File: src/rtl/hsi_tx_arbiter.sv
// hsi_tx_arbiter: two-source message arbiter feeding a byte coder.
// Round-robin grant on ties, one byte per coder busy/idle handshake,
// with watchdog, length-overflow and receive-side abort paths.
module hsi_tx_arbiter #(
  parameter int TIMEOUT = 255,
  parameter int MAX_LEN = 64
) (
  input  logic       clk,
  input  logic       rst,
  input  logic [1:0] req,
  input  logic [7:0] d0,
  input  logic [7:0] d1,
  input  logic [1:0] d_rdy,
  input  logic [1:0] d_last,
  output logic [1:0] d_ack,
  output logic [1:0] gnt,
  input  logic       cd_busy,
  input  logic       rx_err,
  output logic [7:0] q,
  output logic       q_rdy,
  output logic       msg_end,
  output logic       abort,
  output logic       busy
);

  // Watchdog must be able to reach TIMEOUT; never narrower than 8 bits.
  localparam int WD_W = (TIMEOUT >= 256) ? $clog2(TIMEOUT + 1) : 8;

  typedef enum logic [1:0] {
    IDLE    = 2'd0,
    XFER    = 2'd1,
    WAIT_HI = 2'd2,
    WAIT_LO = 2'd3
  } state_t;

  state_t          state_q, state_d;
  logic [1:0]      gnt_q, gnt_d;
  logic            ptr_q, ptr_d;
  logic [7:0]      q_q, q_d;
  logic            q_rdy_q, q_rdy_d;
  logic [1:0]      d_ack_q, d_ack_d;
  logic            msg_end_q, msg_end_d;
  logic            abort_q, abort_d;
  logic            last_q, last_d;
  logic [6:0]      cnt_q, cnt_d;
  logic [WD_W-1:0] wd_q, wd_d;

  logic            gidx;
  logic            gsel;
  logic [7:0]      dsel;
  logic            kill;

  // Index of the granted requester and its presented byte.
  assign gidx = gnt_q[1];
  assign dsel = gidx ? d1 : d0;

  // Next-state, datapath and pulse generation.
  always_comb begin
    state_d   = state_q;
    gnt_d     = gnt_q;
    ptr_d     = ptr_q;
    q_d       = q_q;
    q_rdy_d   = 1'b0;
    d_ack_d   = 2'b00;
    msg_end_d = 1'b0;
    abort_d   = 1'b0;
    last_d    = last_q;
    cnt_d     = cnt_q;
    gsel      = 1'b0;
    // Receive-side error or expired watchdog outrank everything else.
    kill      = (state_q != IDLE) && (rx_err || (wd_q == WD_W'(TIMEOUT)));

    case (state_q)
      IDLE: begin
        if (req != 2'b00) begin
          // On a tie the pointer names the last winner; pick the other one.
          gsel    = (req == 2'b11) ? ~ptr_q : req[1];
          gnt_d   = gsel ? 2'b10 : 2'b01;
          ptr_d   = gsel;
          cnt_d   = 7'd0;
          last_d  = 1'b0;
          state_d = XFER;
        end
      end
      XFER: begin
        if (d_rdy[gidx] && !cd_busy) begin
          q_d           = dsel;
          q_rdy_d       = 1'b1;
          d_ack_d[gidx] = 1'b1;
          last_d        = d_last[gidx];
          cnt_d         = cnt_q + 7'd1;
          state_d       = WAIT_HI;
        end
      end
      WAIT_HI: begin
        if (cd_busy) state_d = WAIT_LO;
      end
      WAIT_LO: begin
        if (!cd_busy) begin
          if (last_q) begin
            msg_end_d = 1'b1;
            gnt_d     = 2'b00;
            state_d   = IDLE;
          end else if (cnt_q >= 7'(MAX_LEN)) begin
            // Message hit its length limit without a last marker.
            abort_d = 1'b1;
            gnt_d   = 2'b00;
            state_d = IDLE;
          end else begin
            state_d = XFER;
          end
        end
      end
      default: state_d = IDLE;
    endcase

    if (kill) begin
      q_d       = q_q;
      q_rdy_d   = 1'b0;
      d_ack_d   = 2'b00;
      msg_end_d = 1'b0;
      last_d    = last_q;
      cnt_d     = cnt_q;
      abort_d   = 1'b1;
      gnt_d     = 2'b00;
      state_d   = IDLE;
    end

    // Watchdog restarts on every state change and runs while not idle.
    if (state_d != state_q)   wd_d = '0;
    else if (state_q != IDLE) wd_d = wd_q + 1'b1;
    else                      wd_d = '0;
  end

  // State and output registers; reset discards any message in flight.
  always_ff @(posedge clk or posedge rst) begin
    if (rst) begin
      state_q   <= IDLE;
      gnt_q     <= 2'b00;
      ptr_q     <= 1'b1;
      q_q       <= 8'h00;
      q_rdy_q   <= 1'b0;
      d_ack_q   <= 2'b00;
      msg_end_q <= 1'b0;
      abort_q   <= 1'b0;
      last_q    <= 1'b0;
      cnt_q     <= 7'd0;
      wd_q      <= '0;
    end else begin
      state_q   <= state_d;
      gnt_q     <= gnt_d;
      ptr_q     <= ptr_d;
      q_q       <= q_d;
      q_rdy_q   <= q_rdy_d;
      d_ack_q   <= d_ack_d;
      msg_end_q <= msg_end_d;
      abort_q   <= abort_d;
      last_q    <= last_d;
      cnt_q     <= cnt_d;
      wd_q      <= wd_d;
    end
  end

  assign gnt     = gnt_q;
  assign q       = q_q;
  assign q_rdy   = q_rdy_q;
  assign d_ack   = d_ack_q;
  assign msg_end = msg_end_q;
  assign abort   = abort_q;
  assign busy    = (state_q != IDLE);

endmodule

File: config.mk
export PLATFORM = sky130hd
export DESIGN_NAME = hsi_tx_arbiter
export DESIGN_NICKNAME = d
export VERILOG_FILES = /design/src/rtl/hsi_tx_arbiter.sv
export SDC_FILE = /design/constraint.sdc
export NUM_CORES = 1
export LEC_CHECK = 0
export CORE_ASPECT_RATIO = 1.5
export CORE_UTILIZATION = 35
export DETAILED_ROUTE_END_ITERATION = 7
export GPL_TIMING_DRIVEN = 0
export HOLD_SLACK_MARGIN = 0.02
export PLACE_DENSITY = 0.69
export SYNTH_ARGS = -nofsm -noshare
export SYNTH_HDL_FRONTEND = slang
export SYNTH_SLANG_ARGS = --single-unit
File: constraint.sdc
create_clock -name clk -period 2.4 [get_ports clk]
set_input_delay 0.48 -clock clk [delete_from_list [all_inputs] [get_ports clk]]
set_output_delay 0.48 -clock clk [all_outputs]
set_load 0.01 [all_outputs]
==> impl_metrics.ini, run 1 <==
[status]
status = finished, final reports clean

[power]
power_frac_comb = 0.435
leakagePower_nw = 0.9190
seqPwrFrac = 0.370
p_switching_w = 0.0008188
switching_share = 0.3689
clock_power_share = 0.195
powerDensity_mw_per_mm2 = 977.8
ir_drop_mv = 0.5193
intPower_w = 0.001400

[cts]
cts_tree = done
htreeDepth = 2
clkTransAtPathRegs_ns = 0.07
clock_sink_count = 34
post_cts_buffers = 0
insertion_delay_ns = 0.28
cts_buffer_depth = 2
ctsHoldBuffers = 0
cts_buffers = 5
cts_resized = 0
clock-root-buffer = clkbuf_8

[sta]
hold_viol = 0
setup_violations = 0
maxSlewViolCount = 0
skew_ns = 0.006999
rsz0062_at_grt = no
worst_pin_slew_ns = 0.7026
finalSetupTns_ns = 0
whs_ns = 0.4963
min_period_ns = 2.109
fmax_ghz = 0.4741
slew_headroom = 0.5310
min_period_over_period = 0.8789

[floorplanning]
io_pins = 42
die_area_mm2 = 0.005110
start_util = 0.3686
die_height_um = 87.05
fp-row-count = 30
core_area_mm2 = 0.004579
dieWidth_um = 58.70

[synthesis]
synthArstFlopShare = 1.000
synth.area.top_cells = dfrtp_1, mux2i_1, o21ai_1, nor4_1, a21oi_1
synth_largest_area_cell = dfrtp_1
synth_area_per_cell_um2 = 10.17
synth_top_area_share = 0.4893
syn-num-nets = 194
ys_ff_latch = 34
ys_seq_area_frac = 0.5048
synth_edf_count = 0
synth_ff_type = dfrtp_1
netlist-cell-type-count = 42
syn_inst = 166
syn_area_mm2 = 0.001688
synth_warnings = 0

[detailed_routing]
drt_first_pass_iters = 4
routed_wl_um = 3689
vias_per_cell = 5.082
vias = 1418
drt_first_iter_violations = 40
wl_per_cell_um = 13.22
detail-route-antenna-nets = 0
drc = 0

[worst_setup_path]
crit-reg2reg-launch = wd_q[0]
cpPeakStageDelay_ns = 0.42
endpoint = last_q
rrSetupSlack_ns = 0.29
r2r_end = last_q
crit_slowest_cell = buf_1
cp_num_cells = 7
crit_path_end_kind = flip-flop
cp_cell_sequence = ha_1 -> and4_1 -> a21o_1 -> buf_2 -> buf_1 -> o211ai_1 -> o41ai_1
worstPathRequired_ns = 2.57
r2r_cells = 7
worst_ep_arrival_time_ns = 2.27
cp_top_family = buffers and inverters
crit_type = flip-flop to flip-flop
cp-startpoint = wd_q[0]
cp_num_buf_inv = 2
start_kind = flip-flop
cp_max_fo = 10

[grt]
grt_use_total = 0.1698
grt_pass1_vias = 1443
grt_overflow = 0
grt_pass1_wl_um = 6589
grt_max_degree = 35
antenna_found_initial = 0

[placed_design]
post-dp-hpwl_um = 2737
place_congestion = 0.7866
place_area_mm2 = 0.002178
port_buffers = 41

[layout]
diodes = 0
layout_commonest_cell = clkdlybuf4s50_1
drive_above_1_share = 0.07907
fin_nets = 242
layout_common_cells = clkdlybuf4s50_1, dfrtp_1, o21ai_1
area_growth_pct = 34.47
final_area_mm2 = 0.002270

[flow_run]
maxCapViolCount = 0

[min_path]
hp-class = flip-flop to flip-flop
==> final cells by class <==
type                       count  area, um^2
inverter                      10       37.54
multi-input combinational    115       762.0
fill                         452        2310
sequential                    34       852.1
clock inverter                 1       5.005
buffer                         7       36.28
clock buffer                   7       86.33
tap                           64       80.08
timing repair buffer          41       410.4
==> power groups by stage <==
stage	combinational, W	sequential [W]	clock, W
2_1_floorplan	0.000537	0.000861	0
6_report	0.000966	0.000820	0.000433
5_1_grt	0.00107	0.000842	0.000475
4_1_cts	0.000976	0.000819	0.000446
3_5_place_dp	0.000969	0.000828	0
3_3_place_gp	0.000966	0.000825	0
==> worst register-to-register path: stages (launching register included) <==
cell and delay (ns):
dfrtp_1 0.39, ha_1 0.21, and4_1 0.30, a21o_1 0.19, buf_2 0.22, buf_1 0.42
o211ai_1 0.17, o41ai_1 0.10
==> routing by layer <==
metal  vias up  part of all wire  global-route usage
met5         -                 0                   0
li1        706                 -                   -
met4         0             0.015             0.06277
met1       665              0.42              0.2046
met2        42              0.50              0.2800
met3         5             0.061             0.05498
==> registers in the layout (all words and copies together), names as in the netlist <==
name,cells
wd_q,8
cnt_q,7
last_q,1
gnt,2
abort,1
msg_end,1
q,8
d_ack,2
ptr_q,1
q_rdy,1
state_q,2
==> cells by family after synthesis <==
family                     Yosys count  synth area share
and+or+nand+nor                     51            0.1705
AOI/OAI and AO/OA                   44            0.1638
DFF                                 34            0.5048
buffers and inverters               17           0.04374
muxes                               12           0.07117
xor gates and xnor gates             6           0.03114
adders and majority gates            2           0.01482
==> cell usage after synthesis (3+ instances only) <==
cell type	count
buf_1	3
o211ai_1	3
o21ai_1	18
nand3_1	5
dfrtp_1	33
nor4_1	9
inv_1	8
mux2i_1	12
o31ai_1	4
xor2_1	3
xnor2_1	3
or4_1	3
nand2_1	9
nor2_1	9
a21oi_1	7
nand2b_1	3
==> worst min-delay path by stage <==
stage             from      end  slack, ns  cells past startpoint
6_report          q[0]     q[0]       0.50                      2
5_1_grt           q[1]     q[1]       0.53                      2
4_1_cts           q[6]     q[6]       0.50                      2
3_5_place_dp      q[0]     q[0]       0.49                      2
3_3_place_gp      q[1]     q[1]       0.48                      2
2_1_floorplan  wd_q[0]  wd_q[0]       0.47                      1
==> stage by stage <==
stage | utilization | total power (W) | setup slack, ns | instances
floorplan | - | 0.001398 | 0.5281 | 166
global placement | 0.4757 | 0.001791 | 0.06381 | 271
detailed placement | 0.4757 | 0.001797 | 0.05374 | 271
CTS | 0.4956 | 0.002241 | 0.2485 | 279
global route | 0.4956 | 0.002388 | 0.1155 | 279
finish | 0.4956 | 0.002219 | 0.2907 | 279
Note: power is estimated with default switching activity, not from simulation.
==> run 2: changes to the inputs <==
MAX_ROUTING_LAYER = met4   (was default)
PLACE_DENSITY = 0.71   (was 0.69)
clock period = 1.76 ns   (was 2.4 ns; I/O delays follow)
==> run 2 against run 1 <==
Compared with the run above:
- the run now ends with setup timing left
- sequential cell count unchanged
- register-to-register slack got worse by 0.34 ns
- sequential power increased by 35%
- final cell count increased by 7.2%
- critical path type unchanged
- critical endpoint is now cnt_q[3]
==> impl_metrics.ini, run 2 (synthesized netlist as in run 1, its figures left out) <==
[status]
status = finished, violations left
violations = setup timing

[floorplanning]
fp-row-count = 30
io_pins = 42
start_util = 0.3686
die_height_um = 87.05
core_area_mm2 = 0.004579
die_area_mm2 = 0.005110
dieWidth_um = 58.70

[cts]
ctsHoldBuffers = 0
cts_buffers = 5
clkTransAtPathRegs_ns = 0.07
clock_sink_count = 34
cts_buffer_depth = 2
cts_tree = done
clock-root-buffer = clkbuf_8
insertion_delay_ns = 0.29
htreeDepth = 2

[worst_setup_path]
crit_type = flip-flop to flip-flop
crit_path_end_kind = flip-flop
crit_top_cell = buf_4
start_kind = flip-flop
worstPathRequired_ns = 1.92
r2r_cells = 7
rrSetupSlack_ns = -0.05
r2r_end = cnt_q[3]
cpPeakStageDelay_ns = 0.40
worst_ep_arrival_time_ns = 1.97
crit_slowest_cell = dfrtp_1
crit-reg2reg-launch = gnt[1]
cp_cell_sequence = mux2i_1 -> or3_4 -> buf_6 -> buf_4 -> buf_4 -> o31ai_4 -> a21oi_1
cp_max_fo = 6
cp-startpoint = gnt[1]
endpoint = cnt_q[3]

[layout]
nFillCells = 435
final_area_mm2 = 0.002519
seqCellArea_um2 = 853.3
multi_input_area_um2 = 835.8
drive_above_1_share = 0.2298
layout_commonest_cell = clkdlybuf4s50_1
fin_nets = 262
diodes = 0
utilization = 0.5500
area_growth_pct = 49.22
layout_common_cells = clkdlybuf4s50_1, dfrtp_1, o21ai_1, buf_4, mux2i_1

[detailed_routing]
wl_per_cell_um = 14.15
detail-route-antenna-nets = 0
wl_met1_um = 1615
met3_length_um = 190
drt_first_pass_iters = 4
vias_per_cell = 5.247
wl_met2_um = 2380
drc = 0
routed_wl_um = 4230
drt_first_iter_violations = 53
top_layer = met4
vias = 1569

[sta]
slew_headroom = 0.5369
skew_ns = 0.005819
setup_violations = 10
finalSetupTns_ns = -0.1785
rsz0062_at_grt = yes
min_period_over_period = 1.026
min_period_ns = 1.806
worst_pin_slew_ns = 0.6936
fmax_ghz = 0.5539
layout_setup_ws_ns = -0.04551
maxSlewViolCount = 0
hold_viol = 0

[placed_design]
place_area_mm2 = 0.002190
place_congestion = 0.7129
post-dp-hpwl_um = 2827
dp_slack_ns = -0.4713
port_buffers = 41

[power]
intPower_w = 0.002061
power_frac_comb = 0.479
p_switching_w = 0.001207
switching_share = 0.3694
clock_power_share = 0.181
powerDensity_mw_per_mm2 = 1298
fin_total_pwr_w = 0.003268
leakagePower_nw = 1.040
seqPwrFrac = 0.340
ir_drop_mv = 0.8611

[flow_run]
maxCapViolCount = 0

[grt]
antenna_found_initial = 0
grt_pass1_wl_um = 7044
grt_max_degree = 35
grt_overflow = 0
grt_pass1_vias = 1639
grt_use_total = 0.1874

[min_path]
hp-class = input port to asynchronous set/reset pin
## run 2: cell count changes in the layout (fill, tap and decap cells not counted), sizes merged
cell           change
clkbuf             +1
dlygate4sd2        +4
buf               +19
clkdlybuf4s50      -4
## run 2: power by group through the flow
stage | Sequential [W] | Clock, W | Combinational [W]
after detailed placement | 0.00113 | 0 | 0.00133
after CTS | 0.00111 | 0.000590 | 0.00150
after global placement | 0.00112 | 0 | 0.00131
after global routing | 0.00113 | 0.000625 | 0.00170
final | 0.00111 | 0.000591 | 0.00157
after floorplan | 0.00117 | 0 | 0.000735
## run 2: worst max-delay path, delay by kind of cell (launching register included)
family / cells / cell delay, ns
buf+inv: 3 / 0.42
flops: 1 / 0.40
simple gates: 1 / 0.37
compound gates: 2 / 0.33
mux: 1 / 0.16
## run 2: per-layer routing
| layer | GRT usage | up-vias |
|---|---|---|
| li1 | - | 751 |
| met1 | 0.1874 | 763 |
| met2 | 0.3459 | 49 |
| met3 | 0.04012 | 6 |
| met4 | 0.07359 | 0 |
| met5 | - | - |
## run 2: stage by stage
| step | hold WS [ns] | instances |
|---|---|---|
| after floorplan | 0.4220 | 166 |
| after global placement | 0.4785 | 271 |
| after detailed placement | 0.4944 | 271 |
| after CTS | 0.5094 | 296 |
| after global routing | 0.5350 | 299 |
| final | 0.4862 | 299 |
## run 2: worst min path at each step
stage | to | slack [ns] | cells after the start
3_3_place_gp | q[5] | 0.48 | 2
5_1_grt | ptr_q | 0.53 | 2
6_report | d_ack[1] | 0.49 | 2
4_1_cts | q[7] | 0.51 | 2
3_5_place_dp | q[7] | 0.49 | 2
2_1_floorplan | ptr_q | 0.42 | 1
## run 2: cell type report
cell class | instances | share of cell area
Buffer | 7 | 0.02285
Clock buffer | 7 | 0.03428
Clock inverter | 1 | 0.001987
Inverter | 10 | 0.01490
Multi-Input combinational cell | 115 | 0.3318
Sequential cell | 34 | 0.3388
Tap cell | 64 | 0.03179
Timing Repair Buffer | 61 | 0.2235
## run 2: what timing repair did
action,CTS,global route
pin swaps,11,6
resized for setup,20,12
setup buffers,17,3
endpoints found under the setup margin,28,23
